**config.mk**
```make
export PLATFORM = sky130hd
export DESIGN_NAME = ct_l2c_prefetch_mq
export DESIGN_NICKNAME = d
export VERILOG_FILES = /design/src/rtl/ct_l2c_prefetch_mq_pkg.sv /design/src/rtl/ct_l2c_prefetch_mq_entry.sv /design/src/rtl/ct_l2c_prefetch_mq.sv
export SDC_FILE = /design/constraint.sdc
export NUM_CORES = 1
export LEC_CHECK = 0
export ABC_AREA = 0
export BUFFER_PORTS_ARGS = -buffer_cell sky130_fd_sc_hd__buf_2
export CAP_MARGIN = 20
export CORE_MARGIN = 3
export CORE_UTILIZATION = 45
export CTS_CLUSTER_DIAMETER = 50
export DETAILED_ROUTE_END_ITERATION = 16
export SLEW_MARGIN = 20
export SYNTH_ARGS = -nofsm -noshare
export SYNTH_HDL_FRONTEND = slang
export SYNTH_SLANG_ARGS = --single-unit
```
**constraint.sdc**
```tcl
create_clock -name forever_cpuclk -period 10.9 [get_ports forever_cpuclk]
set_input_delay 1.635 -clock forever_cpuclk [delete_from_list [all_inputs] [get_ports forever_cpuclk]]
set_output_delay 1.635 -clock forever_cpuclk [all_outputs]
set_load 0.01 [all_outputs]
```
**src/rtl/ct_l2c_prefetch_mq_pkg.sv**
```systemverilog
// ============================================================================
// Module      : ct_l2c_prefetch_mq_pkg
// Description : Shared prot encoding and per-entry field widths for the
//               multi-stream L2C next-line prefetcher.
// Revision    : 1.0 - initial release
// ============================================================================
`default_nettype none

package ct_l2c_prefetch_mq_pkg;

  localparam int         c_rem_w     = 2;
  localparam logic [1:0] c_prot_lo   = 2'b11;
  localparam logic [2:0] c_prot_idle = 3'b111;

  // prot[2] marks an instruction-side request, so TLB walks clear it.
  function automatic logic [2:0] prf_prot(input logic tlb);
    return {~tlb, c_prot_lo};
  endfunction

endpackage

`default_nettype wire

```
**src/rtl/ct_l2c_prefetch_mq_entry.sv**
```systemverilog
// ============================================================================
// Module      : ct_l2c_prefetch_mq_entry
// Description : One prefetch stream: valid/addr/tlb/remaining with advance,
//               retire-on-page-toggle and dedup compare.
// Revision    : 1.0 - initial release
// ============================================================================
`default_nettype none

module ct_l2c_prefetch_mq_entry
  import ct_l2c_prefetch_mq_pkg::*;
#(
  parameter int ADDR_W   = 34,
  parameter int PAGE_BIT = 6
) (
  input  logic                forever_cpuclk,
  input  logic                cpurst_b,
  input  logic                flush,
  input  logic                load,
  input  logic [ADDR_W-1:0]   load_addr,
  input  logic                load_tlb,
  input  logic [c_rem_w-1:0]  load_rem,
  input  logic                advance,
  input  logic [ADDR_W-1:0]   cmp_addr,
  output logic                valid,
  output logic [ADDR_W-1:0]   cur_addr,
  output logic                tlb,
  output logic                dedup_hit
);

  logic                r_valid;
  logic [ADDR_W-1:0]   r_addr;
  logic                r_tlb;
  logic [c_rem_w-1:0]  r_rem;
  logic [ADDR_W-1:0]   w_next_addr;
  logic                w_retire;

  assign w_next_addr = r_addr + ADDR_W'(1);
  assign w_retire    = (r_rem == '0) | (w_next_addr[PAGE_BIT] != r_addr[PAGE_BIT]);

  always_ff @(posedge forever_cpuclk) begin
    if (!cpurst_b) begin
      r_valid <= 1'b0;
      r_addr  <= '0;
      r_tlb   <= 1'b0;
      r_rem   <= '0;
    end else if (flush) begin
      r_valid <= 1'b0;
    end else if (load) begin
      r_valid <= 1'b1;
      r_addr  <= load_addr;
      r_tlb   <= load_tlb;
      r_rem   <= load_rem;
    end else if (advance) begin
      if (w_retire) begin
        r_valid <= 1'b0;
      end else begin
        r_addr <= w_next_addr;
        r_rem  <= r_rem - c_rem_w'(1);
      end
    end
  end

  assign valid     = r_valid;
  assign cur_addr  = r_addr;
  assign tlb       = r_tlb;
  assign dedup_hit = r_valid & (r_addr == cmp_addr);

endmodule

`default_nettype wire

```
**src/rtl/ct_l2c_prefetch_mq.sv**
```systemverilog
// ============================================================================
// Module      : ct_l2c_prefetch_mq
// Description : Multi-stream L2 next-line prefetcher: trigger qualification,
//               bank priority, stream allocation and round-robin CIU issue.
// Revision    : 1.0 - initial release
// ============================================================================
`default_nettype none

module ct_l2c_prefetch_mq
  import ct_l2c_prefetch_mq_pkg::*;
#(
  parameter int NUM_BANKS   = 2,
  parameter int BANK_BITS   = 1,
  parameter int ADDR_W      = 34,
  parameter int NUM_STREAMS = 4,
  parameter int PAGE_BIT    = 6
) (
  input  logic                                forever_cpuclk,
  input  logic                                cpurst_b,
  input  logic [1:0]                          ciu_l2c_iprf,
  input  logic                                ciu_l2c_tprf,
  input  logic                                ciu_l2c_prf_flush,
  input  logic                                ciu_l2c_prf_ready,
  input  logic [NUM_BANKS-1:0]                cmp_pref_vld,
  input  logic [NUM_BANKS-1:0]                cmp_pref_read,
  input  logic [NUM_BANKS-1:0]                cmp_pref_cache_miss,
  input  logic [NUM_BANKS-1:0]                cmp_pref_ifu_req,
  input  logic [NUM_BANKS-1:0]                cmp_pref_tlb_req,
  input  logic [NUM_BANKS*(ADDR_W-BANK_BITS)-1:0] cmp_pref_addr,
  output logic                                l2c_ciu_prf_vld,
  output logic [ADDR_W-1:0]                   l2c_ciu_prf_addr,
  output logic [2:0]                          l2c_ciu_prf_prot,
  output logic                                prf_idle,
  output logic                                prf_drop
);

  localparam int CMP_W = ADDR_W - BANK_BITS;
  localparam int PTR_W = (NUM_STREAMS > 1) ? $clog2(NUM_STREAMS) : 1;

  logic [NUM_BANKS-1:0]   w_trig;
  logic [ADDR_W-1:0]      w_full [NUM_BANKS];
  logic                   w_any_trig;
  logic                   w_multi_trig;
  logic [ADDR_W-1:0]      w_win_full;
  logic                   w_win_tlb;
  logic [ADDR_W-1:0]      w_first;
  logic                   w_page_ok;
  logic                   w_alloc;
  logic [c_rem_w-1:0]     w_load_rem;

  logic [NUM_STREAMS-1:0] w_ent_valid;
  logic [NUM_STREAMS-1:0] w_ent_tlb;
  logic [NUM_STREAMS-1:0] w_ent_hit;
  logic [ADDR_W-1:0]      w_ent_addr [NUM_STREAMS];

  logic                   w_free_any;
  logic [PTR_W-1:0]       w_free_idx;
  logic [PTR_W-1:0]       w_scan;
  logic [PTR_W-1:0]       w_pick;
  logic [PTR_W-1:0]       w_sel;
  logic                   w_any_vld;
  logic                   w_xfer;

  logic [PTR_W-1:0]       r_rr_ptr;
  logic                   r_lock;
  logic [PTR_W-1:0]       r_lock_sel;

  generate
    for (genvar b = 0; b < NUM_BANKS; b++) begin : g_bank
      assign w_trig[b] = cmp_pref_vld[b] & cmp_pref_read[b] & cmp_pref_cache_miss[b] &
                         ((cmp_pref_ifu_req[b] & (ciu_l2c_iprf != 2'd0)) |
                          (cmp_pref_tlb_req[b] & ciu_l2c_tprf));
      assign w_full[b] = {cmp_pref_addr[b*CMP_W +: CMP_W], BANK_BITS'(b)};
    end
  endgenerate

  // Lowest triggering bank wins; any further trigger in the cycle is dropped.
  always_comb begin
    w_any_trig   = 1'b0;
    w_multi_trig = 1'b0;
    w_win_full   = '0;
    w_win_tlb    = 1'b0;
    for (int b = NUM_BANKS-1; b >= 0; b--) begin
      if (w_trig[b]) begin
        w_multi_trig = w_multi_trig | w_any_trig;
        w_any_trig   = 1'b1;
        w_win_full   = w_full[b];
        w_win_tlb    = cmp_pref_tlb_req[b];
      end
    end
  end

  assign w_first    = w_win_full + ADDR_W'(1);
  assign w_page_ok  = (w_first[PAGE_BIT] == w_win_full[PAGE_BIT]);
  assign w_load_rem = w_win_tlb ? '0 : (ciu_l2c_iprf - 2'd1);
  assign w_alloc    = w_any_trig & w_page_ok & ~(|w_ent_hit) & w_free_any & ~ciu_l2c_prf_flush;
  assign prf_drop   = w_multi_trig | (w_any_trig & ~w_alloc);

  always_comb begin
    w_free_any = 1'b0;
    w_free_idx = '0;
    for (int i = NUM_STREAMS-1; i >= 0; i--) begin
      if (!w_ent_valid[i]) begin
        w_free_any = 1'b1;
        w_free_idx = PTR_W'(i);
      end
    end
  end

  always_comb begin
    w_scan = '0;
    w_pick = '0;
    for (int k = NUM_STREAMS-1; k >= 0; k--) begin
      w_scan = PTR_W'((int'(r_rr_ptr) + k) % NUM_STREAMS);
      if (w_ent_valid[w_scan]) w_pick = w_scan;
    end
  end

  // A stalled request keeps its entry even if a new stream lands ahead of it.
  assign w_sel     = r_lock ? r_lock_sel : w_pick;
  assign w_any_vld = |w_ent_valid;
  assign w_xfer    = w_any_vld & ciu_l2c_prf_ready;

  generate
    for (genvar i = 0; i < NUM_STREAMS; i++) begin : g_entry
      ct_l2c_prefetch_mq_entry #(
        .ADDR_W   (ADDR_W),
        .PAGE_BIT (PAGE_BIT)
      ) u_entry (
        .forever_cpuclk (forever_cpuclk),
        .cpurst_b       (cpurst_b),
        .flush          (ciu_l2c_prf_flush),
        .load           (w_alloc & (w_free_idx == PTR_W'(i))),
        .load_addr      (w_first),
        .load_tlb       (w_win_tlb),
        .load_rem       (w_load_rem),
        .advance        (w_xfer & (w_sel == PTR_W'(i))),
        .cmp_addr       (w_first),
        .valid          (w_ent_valid[i]),
        .cur_addr       (w_ent_addr[i]),
        .tlb            (w_ent_tlb[i]),
        .dedup_hit      (w_ent_hit[i])
      );
    end
  endgenerate

  always_ff @(posedge forever_cpuclk) begin
    if (!cpurst_b) begin
      r_rr_ptr   <= '0;
      r_lock     <= 1'b0;
      r_lock_sel <= '0;
    end else begin
      if (w_xfer) begin
        r_rr_ptr <= (w_sel == PTR_W'(NUM_STREAMS-1)) ? '0 : (w_sel + PTR_W'(1));
      end
      r_lock     <= w_any_vld & ~ciu_l2c_prf_ready & ~ciu_l2c_prf_flush;
      r_lock_sel <= w_sel;
    end
  end

  assign l2c_ciu_prf_vld  = w_any_vld;
  assign l2c_ciu_prf_addr = w_any_vld ? w_ent_addr[w_sel] : '0;
  assign l2c_ciu_prf_prot = w_any_vld ? prf_prot(w_ent_tlb[w_sel]) : c_prot_idle;
  assign prf_idle         = ~w_any_vld;

endmodule

`default_nettype wire

```
==> results of run 1 <==
## Yosys cell counts, drive strengths merged, types with 7 or more instances
master   number
dfxtp       157
nor2        151
nand2       137
xnor2       107
nand3        85
a21oi        76
clkbuf       68
buf          67
a211oi       61
xor2         61
nor3         58
and3         57
mux2i        57
nand4        57
a31oi        45
and2         45
inv          45
o21ai        37
mux4         35
xnor3        35
nor4         30
a2111oi      21
a22oi        18
ha           14
or3          14
and4         13
mux2         13
nand2b       13
a31o         10
a41oi        10
o2111ai      10
o2bb2a       10
nor4b         8
o211ai        8
o221a         8
or2           8
or4           8
o31a          7
## routing by layer
| layer | GRT usage [%] | vias to the layer above | share of wire [%] |
|---|---|---|---|
| li1 | - | 6576 | - |
| met1 | 46.9 | 7220 | 41 |
| met2 | 56.7 | 814 | 46 |
| met3 | 5.31 | 180 | 7.4 |
| met4 | 16.7 | 2 | 5.6 |
| met5 | 0 | - | 0.013 |
## flip-flops by register name, summed over array words and instances, names as in the netlist
register,cells
r_rr_ptr,2
r_lock_sel,2
r_lock,1
g_entry.u_entry.tlb,4
g_entry.u_entry.r_rem,8
g_entry.u_entry.valid,4
g_entry.u_entry.cur_addr,136
## worst max-delay path, delay by kind of cell
family | cells | cell delay (ns)
AO/OA/AOI/OAI | 4 | 1.24
XOR/XNOR | 1 | 0.39
adder cells (fa/ha/maj) | 3 | 0.90
buffers and inverters | 4 | 0.75
AND/OR/NAND/NOR | 10 | 2.82
## kinds of logic (layout without fill, tap and decap cells)
kind of cell	Yosys count	count (layout)	synth area share [%]
xor gates and xnor gates	205	205	15.6
buffers and inverters	180	224	6.33
and+or+nand+nor	703	703	26.0
muxes	105	105	10.2
AOI/OAI and AO/OA	375	375	19.5
other	1	2	0.0253
adders and majority gates	15	15	1.25
DFF	157	157	21.2
## where the power goes
group          internal, mW  switching [mW]  total (mW)
Sequential            0.576         0.00712       0.583
Clock                 0.323           0.300       0.623
Combinational        0.0668           0.124       0.191
## metrics by stage
stage / std cells / setup WS (ns) / util, %
after floorplan: 1742 / 2.17 / -
after global placement: 2189 / 1.52 / 48.3
after detailed placement: 2189 / 1.70 / 48.3
after CTS: 2221 / 1.67 / 50.1
after global routing: 2221 / 1.19 / 50.1
final: 2221 / 1.51 / 50.1
## path summary, 6_finish.rpt
path	start	slack, ns	cells after the start	end
hold reg to reg	g_entry[2].u_entry.tlb$_SDFFE_PN0P_	0.46	2	g_entry[2].u_entry.tlb$_SDFFE_PN0P_
setup reg to reg	g_entry[0].u_entry.valid$_SDFFE_PP0P_	5.90	15	g_entry[0].u_entry.cur_addr[33]$_SDFFE_PN0P_
setup / recovery	ciu_l2c_iprf[0]	1.51	22	prf_drop
hold / removal	g_entry[2].u_entry.tlb$_SDFFE_PN0P_	0.46	2	g_entry[2].u_entry.tlb$_SDFFE_PN0P_
## cell type report
class,count,area (sq um)
timing repair buffer,147,806
fill,3206,16000
sequential,157,3140
clock inverter,15,151
clock buffer,17,425
tap,435,544
inverter,45,171
multi-input combinational,1405,10800
==> impl_metrics.json, run 1 <==
{
  "first_pass_grt_wire_length_um": 93700,
  "cts_root_buffer": "clkbuf_16",
  "cp-end-kind": "output pin",
  "routed-via-count": 14792,
  "placement.io_buffers": 120,
  "crit_path_max_incr_delay_ns": 0.65,
  "cts-root-to-sink-buffers": 2,
  "placementRows": 65,
  "worst_hold_slack_ns": 0.464,
  "dominantRegCellSynth": "dfxtp_1",
  "report.final.hold_viol_count": 0,
  "max_slew.worst_pin.slew_ns": 1.09,
  "worstSetupStartpointType": "input port",
  "most-common-layout-cells": "dfxtp_1, nor2_1, nand2_1",
  "final_common_cell": "dfxtp_1",
  "synth_top_area_cell": "dfxtp_1",
  "drtIter0Drc": 1635,
  "fin_area_sq_um": 16100,
  "power_density_nw_per_um2": 87.0,
  "cp_data_arrival_time_ns": 7.76,
  "outcome": "finished clean",
  "placed_cell_area_sq_um": 15500,
  "final.period_utilization_pct": 86.2,
  "post-layout-total-power_mw": 1.40,
  "setup_viol": 0,
  "min_period_ns": 9.39,
  "syn_avg_cell_area_sq_um": 8.53,
  "power.static_leakage_nw": 6.36,
  "initial_utilization_pct": 46.3,
  "clock_tree_from_tritoncts": "built",
  "syn2layout_area_growth_pct": 8.12,
  "synth-async-reset-ratio_pct": 0,
  "crit_path_top_delay_cell": "nor4_1",
  "drt_drc_violations_left": 0,
  "insertedDiodeCount": 0,
  "detail-route-antenna-nets": 0,
  "synth_enable_flop_cells": 0,
  "vdd_drop_max_uv": 123,
  "yosysWarningCount": 0,
  "layout.nets": 1870,
  "boundary_pin_count": 123,
  "cts_resized": 0,
  "slew_violations": 0,
  "syn-cell-area_sq_um": 14800,
  "routabilityCongestion": 1.02,
  "first_global_vias": 13943,
  "ys_ff_latch": 157,
  "post-dp-hpwl_um": 46800,
  "timing.critical_path.required_ns": 9.27,
  "htreeDepth": 4,
  "grt.total_usage_pct": 35.4,
  "library_cells_used_by_synthesis": 102,
  "grt-ovfl-total": 0,
  "die_w_um": 188,
  "yosys-top-cells-area": "dfxtp_1, xnor2_1, mux4_2, xnor3_1, nor2_1",
  "drt_pass1_iterations": 6,
  "critPathMaxFanout": 21,
  "floorplan.die.height_um": 188,
  "share_of_cells_above_drive_strength_1_pct": 18.4,
  "timing.clock.skew_ns": 0.0199,
  "max-slew-margin-rel_pct": 27.3,
  "detail_route.wl_per_cell_um": 28.7,
  "clkSinkCount": 157,
  "min_path_type": "register to register",
  "timing_worst_setup_path_type": "input port to output pin",
  "tns_ns": 0,
  "clkLatencyLatePin_ns": 0.47,
  "coreArea_sq_um": 32000,
  "routed_wirelength_um": 63600,
  "initial_antenna_violation_count": 1,
  "cts_setup_buffers": 0,
  "post_synthesis_cell_count": 1741,
  "drv.max_cap_violation_count": 0,
  "die-area_sq_um": 35200,
  "synth.yosys.seq_area_share_pct": 21.2,
  "count_of_hold_buffers_inserted_by_post_cts_repair": 0,
  "clkSlewWorstSetupHoldPaths_ns": 0.07,
  "worstPathCellList": "buf_2 -> inv_1 -> ha_1 -> nand2b_4 -> a21oi_4 -> nand2_1 -> inv_2 -> a22o_1 -> ha_1 -> nand3_1 -> a2111oi_0 -> a31oi_1 -> nor2_1 -> and4_1 -> xnor3_1 -> nor3_1 -> nand4_1 -> nor4_1 -> nor3_4 -> nand2_1 -> maj3_1 -> buf_2",
  "drt-vias-per-instance": 6.66,
  "synth_top_area_share_pct": 21.2,
  "achievable-frequency_ghz": 0.106,
  "maximum_number_of_pins_on_one_net_before_global_route_repair": 77,
  "numCtsBuffers": 17,
  "rsz0062_at_grt": "no"
}
No activity file was read; power rests on OpenSTA's default activity.
==> run 2, diff against run 1 <==
--- a/config.mk
+++ b/config.mk
@@ -12,2 +12,3 @@
 export CORE_UTILIZATION = 45
+export CTS_BUF_LIST = sky130_fd_sc_hd__clkbuf_16
 export CTS_CLUSTER_DIAMETER = 50
--- a/constraint.sdc
+++ b/constraint.sdc
@@ -3,2 +3,2 @@
 set_output_delay 1.635 -clock forever_cpuclk [all_outputs]
-set_load 0.01 [all_outputs]
+set_load 0.1 [all_outputs]
==> impl_metrics.json, run 2 (synthesis gave the netlist of run 1 again) <==
{
  "count_of_hold_buffers_inserted_by_post_cts_repair": 0,
  "placementRows": 65,
  "most-common-layout-cells": "dfxtp_1, nor2_1, nand2_1",
  "drtIter0Drc": 1639,
  "drt-vias-per-instance": 6.72,
  "drv.max_cap_violation_count": 0,
  "detail-route-antenna-nets": 0,
  "drt_pass1_iterations": 6,
  "outcome": "finished clean",
  "report.final.hold_viol_count": 0,
  "die_w_um": 188,
  "critPathCapture": "prf_drop",
  "achievable-frequency_ghz": 0.105,
  "grt.total_usage_pct": 34.5,
  "cp-end-kind": "output pin",
  "timing.critical_path.required_ns": 9.27,
  "timing_worst_setup_path_type": "input port to output pin",
  "cts_resized": 0,
  "post-dp-hpwl_um": 46200,
  "placement.io_buffers": 120,
  "layout.area.seq_sq_um": 3140,
  "rsz0062_at_grt": "no",
  "max_slew.worst_pin.slew_ns": 1.14,
  "tns_ns": 0,
  "drt_drc_violations_left": 0,
  "cts_root_buffer": "clkbuf_16",
  "grt-ovfl-total": 0,
  "slew_violations": 0,
  "syn2layout_area_growth_pct": 8.52,
  "flip_flop_count_of_the_largest_register_after_layout": 136,
  "clock_power_share_pct": 44.6,
  "area_of_the_multi_input_gates_sq_um": 10800,
  "first_global_vias": 14005,
  "timing.rr.start": "g_entry[0].u_entry.valid$_SDFFE_PP0P_",
  "boundary_pin_count": 123,
  "routed-via-count": 14932,
  "final.period_utilization_pct": 87.5,
  "initial_antenna_violation_count": 2,
  "clock_tree_from_tritoncts": "built",
  "r2r_end": "g_entry[0].u_entry.cur_addr[33]$_SDFFE_PN0P_",
  "numCtsBuffers": 17,
  "sw_frac_of_total_pct": 29.9,
  "share_of_total_power_in_sequential_cells_pct": 41.5,
  "power.static_leakage_nw": 6.38,
  "placed_cell_area_sq_um": 15500,
  "clkSlewWorstSetupHoldPaths_ns": 0.07,
  "layout.nets": 1872,
  "timing.clock.skew_ns": 0.0136,
  "fillers": 3166,
  "clkLatencyLatePin_ns": 0.45,
  "timing.critical_path.from": "ciu_l2c_iprf[0]",
  "min_path_type": "register to register",
  "ff2ff_path_depth": 14,
  "timing.hold.worst.start": "g_entry[1].u_entry.tlb$_SDFFE_PN0P_",
  "insertedDiodeCount": 0,
  "cts-root-to-sink-buffers": 2,
  "min_period_ns": 9.54,
  "first_pass_grt_wire_length_um": 92300,
  "ff2ff_setup_slack_ns": 5.94,
  "share_comb_of_total_power_pct": 13.9,
  "floorplan.die.height_um": 188,
  "worstSetupStartpointType": "input port",
  "internal_power_uw": 986,
  "detail_route.wl_per_cell_um": 28.1,
  "routabilityCongestion": 1.05,
  "cts_setup_buffers": 0,
  "p_switching_uw": 420,
  "final_common_cell": "dfxtp_1",
  "die-area_sq_um": 35200,
  "fin_area_sq_um": 16100,
  "clkSinkCount": 157,
  "routed_wirelength_um": 62500,
  "power_density_nw_per_um2": 87.2,
  "htreeDepth": 4,
  "setup_viol": 0,
  "initial_utilization_pct": 46.3,
  "max-slew-margin-rel_pct": 24.2,
  "coreArea_sq_um": 32000,
  "share_of_cells_above_drive_strength_1_pct": 18.5,
  "critPathMaxFanout": 27,
  "vdd_drop_max_uv": 111,
  "maximum_number_of_pins_on_one_net_before_global_route_repair": 71,
  "cp_data_arrival_time_ns": 7.91
}
[run 2: changes by cell type in the layout (fill, tap and decap cells not counted), sizes merged]
cell	change
bufinv	+1
buf	+2
inv	-3
clkinvlp	+1
[run 2: through the flow]
stage,hold WS [ns],total power [mW],setup WS (ns),util (%),cells
final,0.458,1.41,1.36,50.3,2222
after global routing,0.491,1.44,0.848,50.3,2222
after CTS,0.459,1.41,1.46,50.2,2221
after detailed placement,0.448,0.787,1.48,48.4,2190
after global placement,0.445,0.787,1.37,48.4,2190
after floorplan,0.433,0.721,1.57,-,1742
[run 2: area by class of cell]
cell class              count  share of cell area, %
well taps                 435                   3.38
flip-flops and latches    157                   19.5
multi-input cells        1405                   67.1
clock buffers              17                   2.64
inverters                  45                   1.06
repair buffers            149                   5.31
clock inverters            14                  0.994
[run 2: critical path: stages]
cell	delay (ns)
buf_2	0.10
inv_1	0.05
ha_1	0.34
nand2b_1	0.15
buf_4	0.30
a21o_4	0.17
nand2_1	0.16
inv_2	0.34
a22o_1	0.19
ha_1	0.37
nand3_1	0.19
a2111oi_0	0.58
a31oi_1	0.16
nor2_1	0.38
and4_1	0.51
xnor3_1	0.39
nor3_1	0.43
nand4_1	0.14
nor4_1	0.62
nor3_4	0.05
nand2_1	0.09
maj3_1	0.32
buf_12	0.21
[run 2: power groups by stage]
| stage | sequential (mW) | clock [mW] | combinational, mW |
|---|---|---|---|
| finish | 0.584 | 0.627 | 0.196 |
| CTS | 0.583 | 0.632 | 0.191 |
| detailed placement | 0.597 | 0 | 0.190 |
| floorplan | 0.592 | 0 | 0.128 |
| global placement | 0.597 | 0 | 0.190 |
| global route | 0.584 | 0.654 | 0.206 |
[run 2: worst min-delay path by stage]
stage	cells past startpoint	to
6_report	2	g_entry[1].u_entry.tlb$_SDFFE_PN0P_
5_1_grt	2	g_entry[1].u_entry.tlb$_SDFFE_PN0P_
4_1_cts	2	g_entry[1].u_entry.tlb$_SDFFE_PN0P_
3_5_place_dp	2	g_entry[1].u_entry.tlb$_SDFFE_PN0P_
3_3_place_gp	2	g_entry[2].u_entry.tlb$_SDFFE_PN0P_
2_1_floorplan	2	g_entry[2].u_entry.tlb$_SDFFE_PN0P_
[run 2: metal layers]
layer | vias up | global-route usage (%) | part of all wire (%)
met5 | - | 0 | 0.021
met3 | 196 | 6.84 | 9.7
met1 | 7274 | 44.4 | 39
met2 | 866 | 55.5 | 46
met4 | 2 | 16.6 | 5.5
li1 | 6594 | - | -
==> run 3, diff against run 2 <==
- clock period: 10.9 -> 12.2 ns (I/O delays scaled with it)
==> impl_metrics.json, run 3 (synthesis gave the netlist of run 1 again) <==
{
  "outcome": "finished clean",
  "power_density_nw_per_um2": 77.2,
  "most-common-layout-cells": "dfxtp_1, nor2_1, nand2_1",
  "power.static_leakage_nw": 6.36,
  "clkLatencyLatePin_ns": 0.44,
  "drt_pass1_iterations": 7,
  "boundary_pin_count": 123,
  "routed_wirelength_um": 62000,
  "min_path_type": "register to register",
  "numCtsBuffers": 17,
  "sw_frac_of_total_pct": 29.3,
  "placementRows": 65,
  "p_switching_uw": 364,
  "post-layout-total-power_mw": 1.24,
  "cts_root_buffer": "clkbuf_16",
  "cp_data_arrival_time_ns": 8.95,
  "timing_worst_setup_path_type": "input port to output pin",
  "fin_cells": 2223,
  "count_of_hold_buffers_inserted_by_post_cts_repair": 0,
  "routed-via-count": 14967,
  "finalWorstSetupSlack_ns": 1.42,
  "die-area_sq_um": 35200,
  "detail_route.wl_per_cell_um": 27.9,
  "maximum_number_of_pins_on_one_net_before_global_route_repair": 96,
  "layout.nets": 1871,
  "cts_resized": 0,
  "internal_power_uw": 876,
  "setup_viol": 0,
  "grt-ovfl-total": 0,
  "first_pass_grt_wire_length_um": 92300,
  "routabilityCongestion": 1.04,
  "clkSlewWorstSetupHoldPaths_ns": 0.06,
  "cp-end-kind": "output pin",
  "htreeDepth": 4,
  "cts-root-to-sink-buffers": 2,
  "tns_ns": 0,
  "detail-route-antenna-nets": 0,
  "flip_flop_count_of_the_largest_register_after_layout": 136,
  "max_slew.worst_pin.slew_ns": 1.17,
  "initial_antenna_violation_count": 0,
  "syn2layout_area_growth_pct": 8.16,
  "max-slew-margin-rel_pct": 21.6,
  "clock_power_share_pct": 43.9,
  "final_core_utilization_pct": 50.1,
  "critPathMaxFanout": 66,
  "vdd_drop_max_uv": 93.8,
  "dp_worst_setup_slack_ns": 1.59,
  "clkSinkCount": 157,
  "share_of_cells_above_drive_strength_1_pct": 18.2,
  "placed_cell_area_sq_um": 15500,
  "timing.critical_path.required_ns": 10.37,
  "placement.io_buffers": 120,
  "min_period_ns": 10.78,
  "fin_area_sq_um": 16100,
  "drv.max_cap_violation_count": 0,
  "drt-vias-per-instance": 6.73,
  "report.final.hold_viol_count": 0,
  "coreArea_sq_um": 32000,
  "cts_setup_buffers": 0,
  "floorplan.die.height_um": 188,
  "timing.clock.skew_ns": 0.0144,
  "final_common_cell": "dfxtp_1",
  "worstSetupStartpointType": "input port",
  "placed_cells_incl_taps": 2190,
  "share_comb_of_total_power_pct": 13.9,
  "die_w_um": 188,
  "share_of_total_power_in_sequential_cells_pct": 42.1,
  "rsz0062_at_grt": "no",
  "post-dp-hpwl_um": 45400,
  "slew_violations": 0,
  "first_global_vias": 14276,
  "final.period_utilization_pct": 88.4,
  "initial_utilization_pct": 46.3,
  "drtIter0Drc": 1901,
  "drt_drc_violations_left": 0,
  "grt.total_usage_pct": 34.3,
  "clock_tree_from_tritoncts": "built",
  "achievable-frequency_ghz": 0.0928,
  "worst_hold_slack_ns": 0.460
}
-- run 3: cell count changes in the layout (fill, tap and decap cells not counted), sizes merged --
cell      change
diode         +1
clkinvlp      +2
inv           -1
buf           -1
-- run 3: final cells by class --
class,count,area [sq um]
diodes,1,2.50
clock buffers,17,425
clock inverters,15,148
fillers,3162,16000
inverters,45,171
multi-input cells,1405,10800
flip-flops and latches,157,3140
well taps,435,544
repair buffers,148,813
-- run 3: per-layer routing --
metal / track usage, % / vias up / part of all wire (%)
met5: 0 / - / 0
met4: 17.4 / 0 / 5.8
met3: 6.41 / 212 / 9.6
met2: 55.1 / 913 / 45
met1: 44.0 / 7275 / 39
li1: - / 6567 / -
-- run 3: power groups by stage --
stage	Combinational [mW]	Sequential [mW]	Clock (mW)
floorplan	0.115	0.529	0
global placement	0.167	0.533	0
detailed placement	0.167	0.533	0
CTS	0.168	0.521	0.547
global route	0.182	0.522	0.568
finish	0.173	0.522	0.544
-- run 3: critical path, stage by stage --
cell       delay (ns)
buf_2            0.10
inv_1            0.05
ha_1             0.33
nand2b_1         0.15
buf_4            0.29
a21o_4           0.67
nand2_1          0.27
inv_2            0.24
a22o_1           0.16
ha_1             0.34
nand3_1          0.11
a2111oi_0        0.41
a41oi_1          0.24
xor2_1           0.68
xnor2_1          0.21
o2111ai_1        0.16
or3_1            0.40
or4_1            0.60
nor4_2           0.39
nor3_4           0.07
buf_4            0.39
nand2_1          0.16
maj3_1           0.19
buf_2            0.43
-- run 3: final timing paths --
kind                                                                   from                                      endpoint  slack, ns  cells past startpoint
worst max-delay path                                        ciu_l2c_iprf[0]                                      prf_drop       1.42                     24
worst min-delay path                    g_entry[2].u_entry.tlb$_SDFFE_PN0P_           g_entry[2].u_entry.tlb$_SDFFE_PN0P_       0.46                      2
worst max register to register  g_entry[1].u_entry.cur_addr[9]$_SDFFE_PN0P_  g_entry[3].u_entry.cur_addr[27]$_SDFFE_PN0P_       7.05                     12
worst min register to register          g_entry[2].u_entry.tlb$_SDFFE_PN0P_           g_entry[2].u_entry.tlb$_SDFFE_PN0P_       0.46                      2
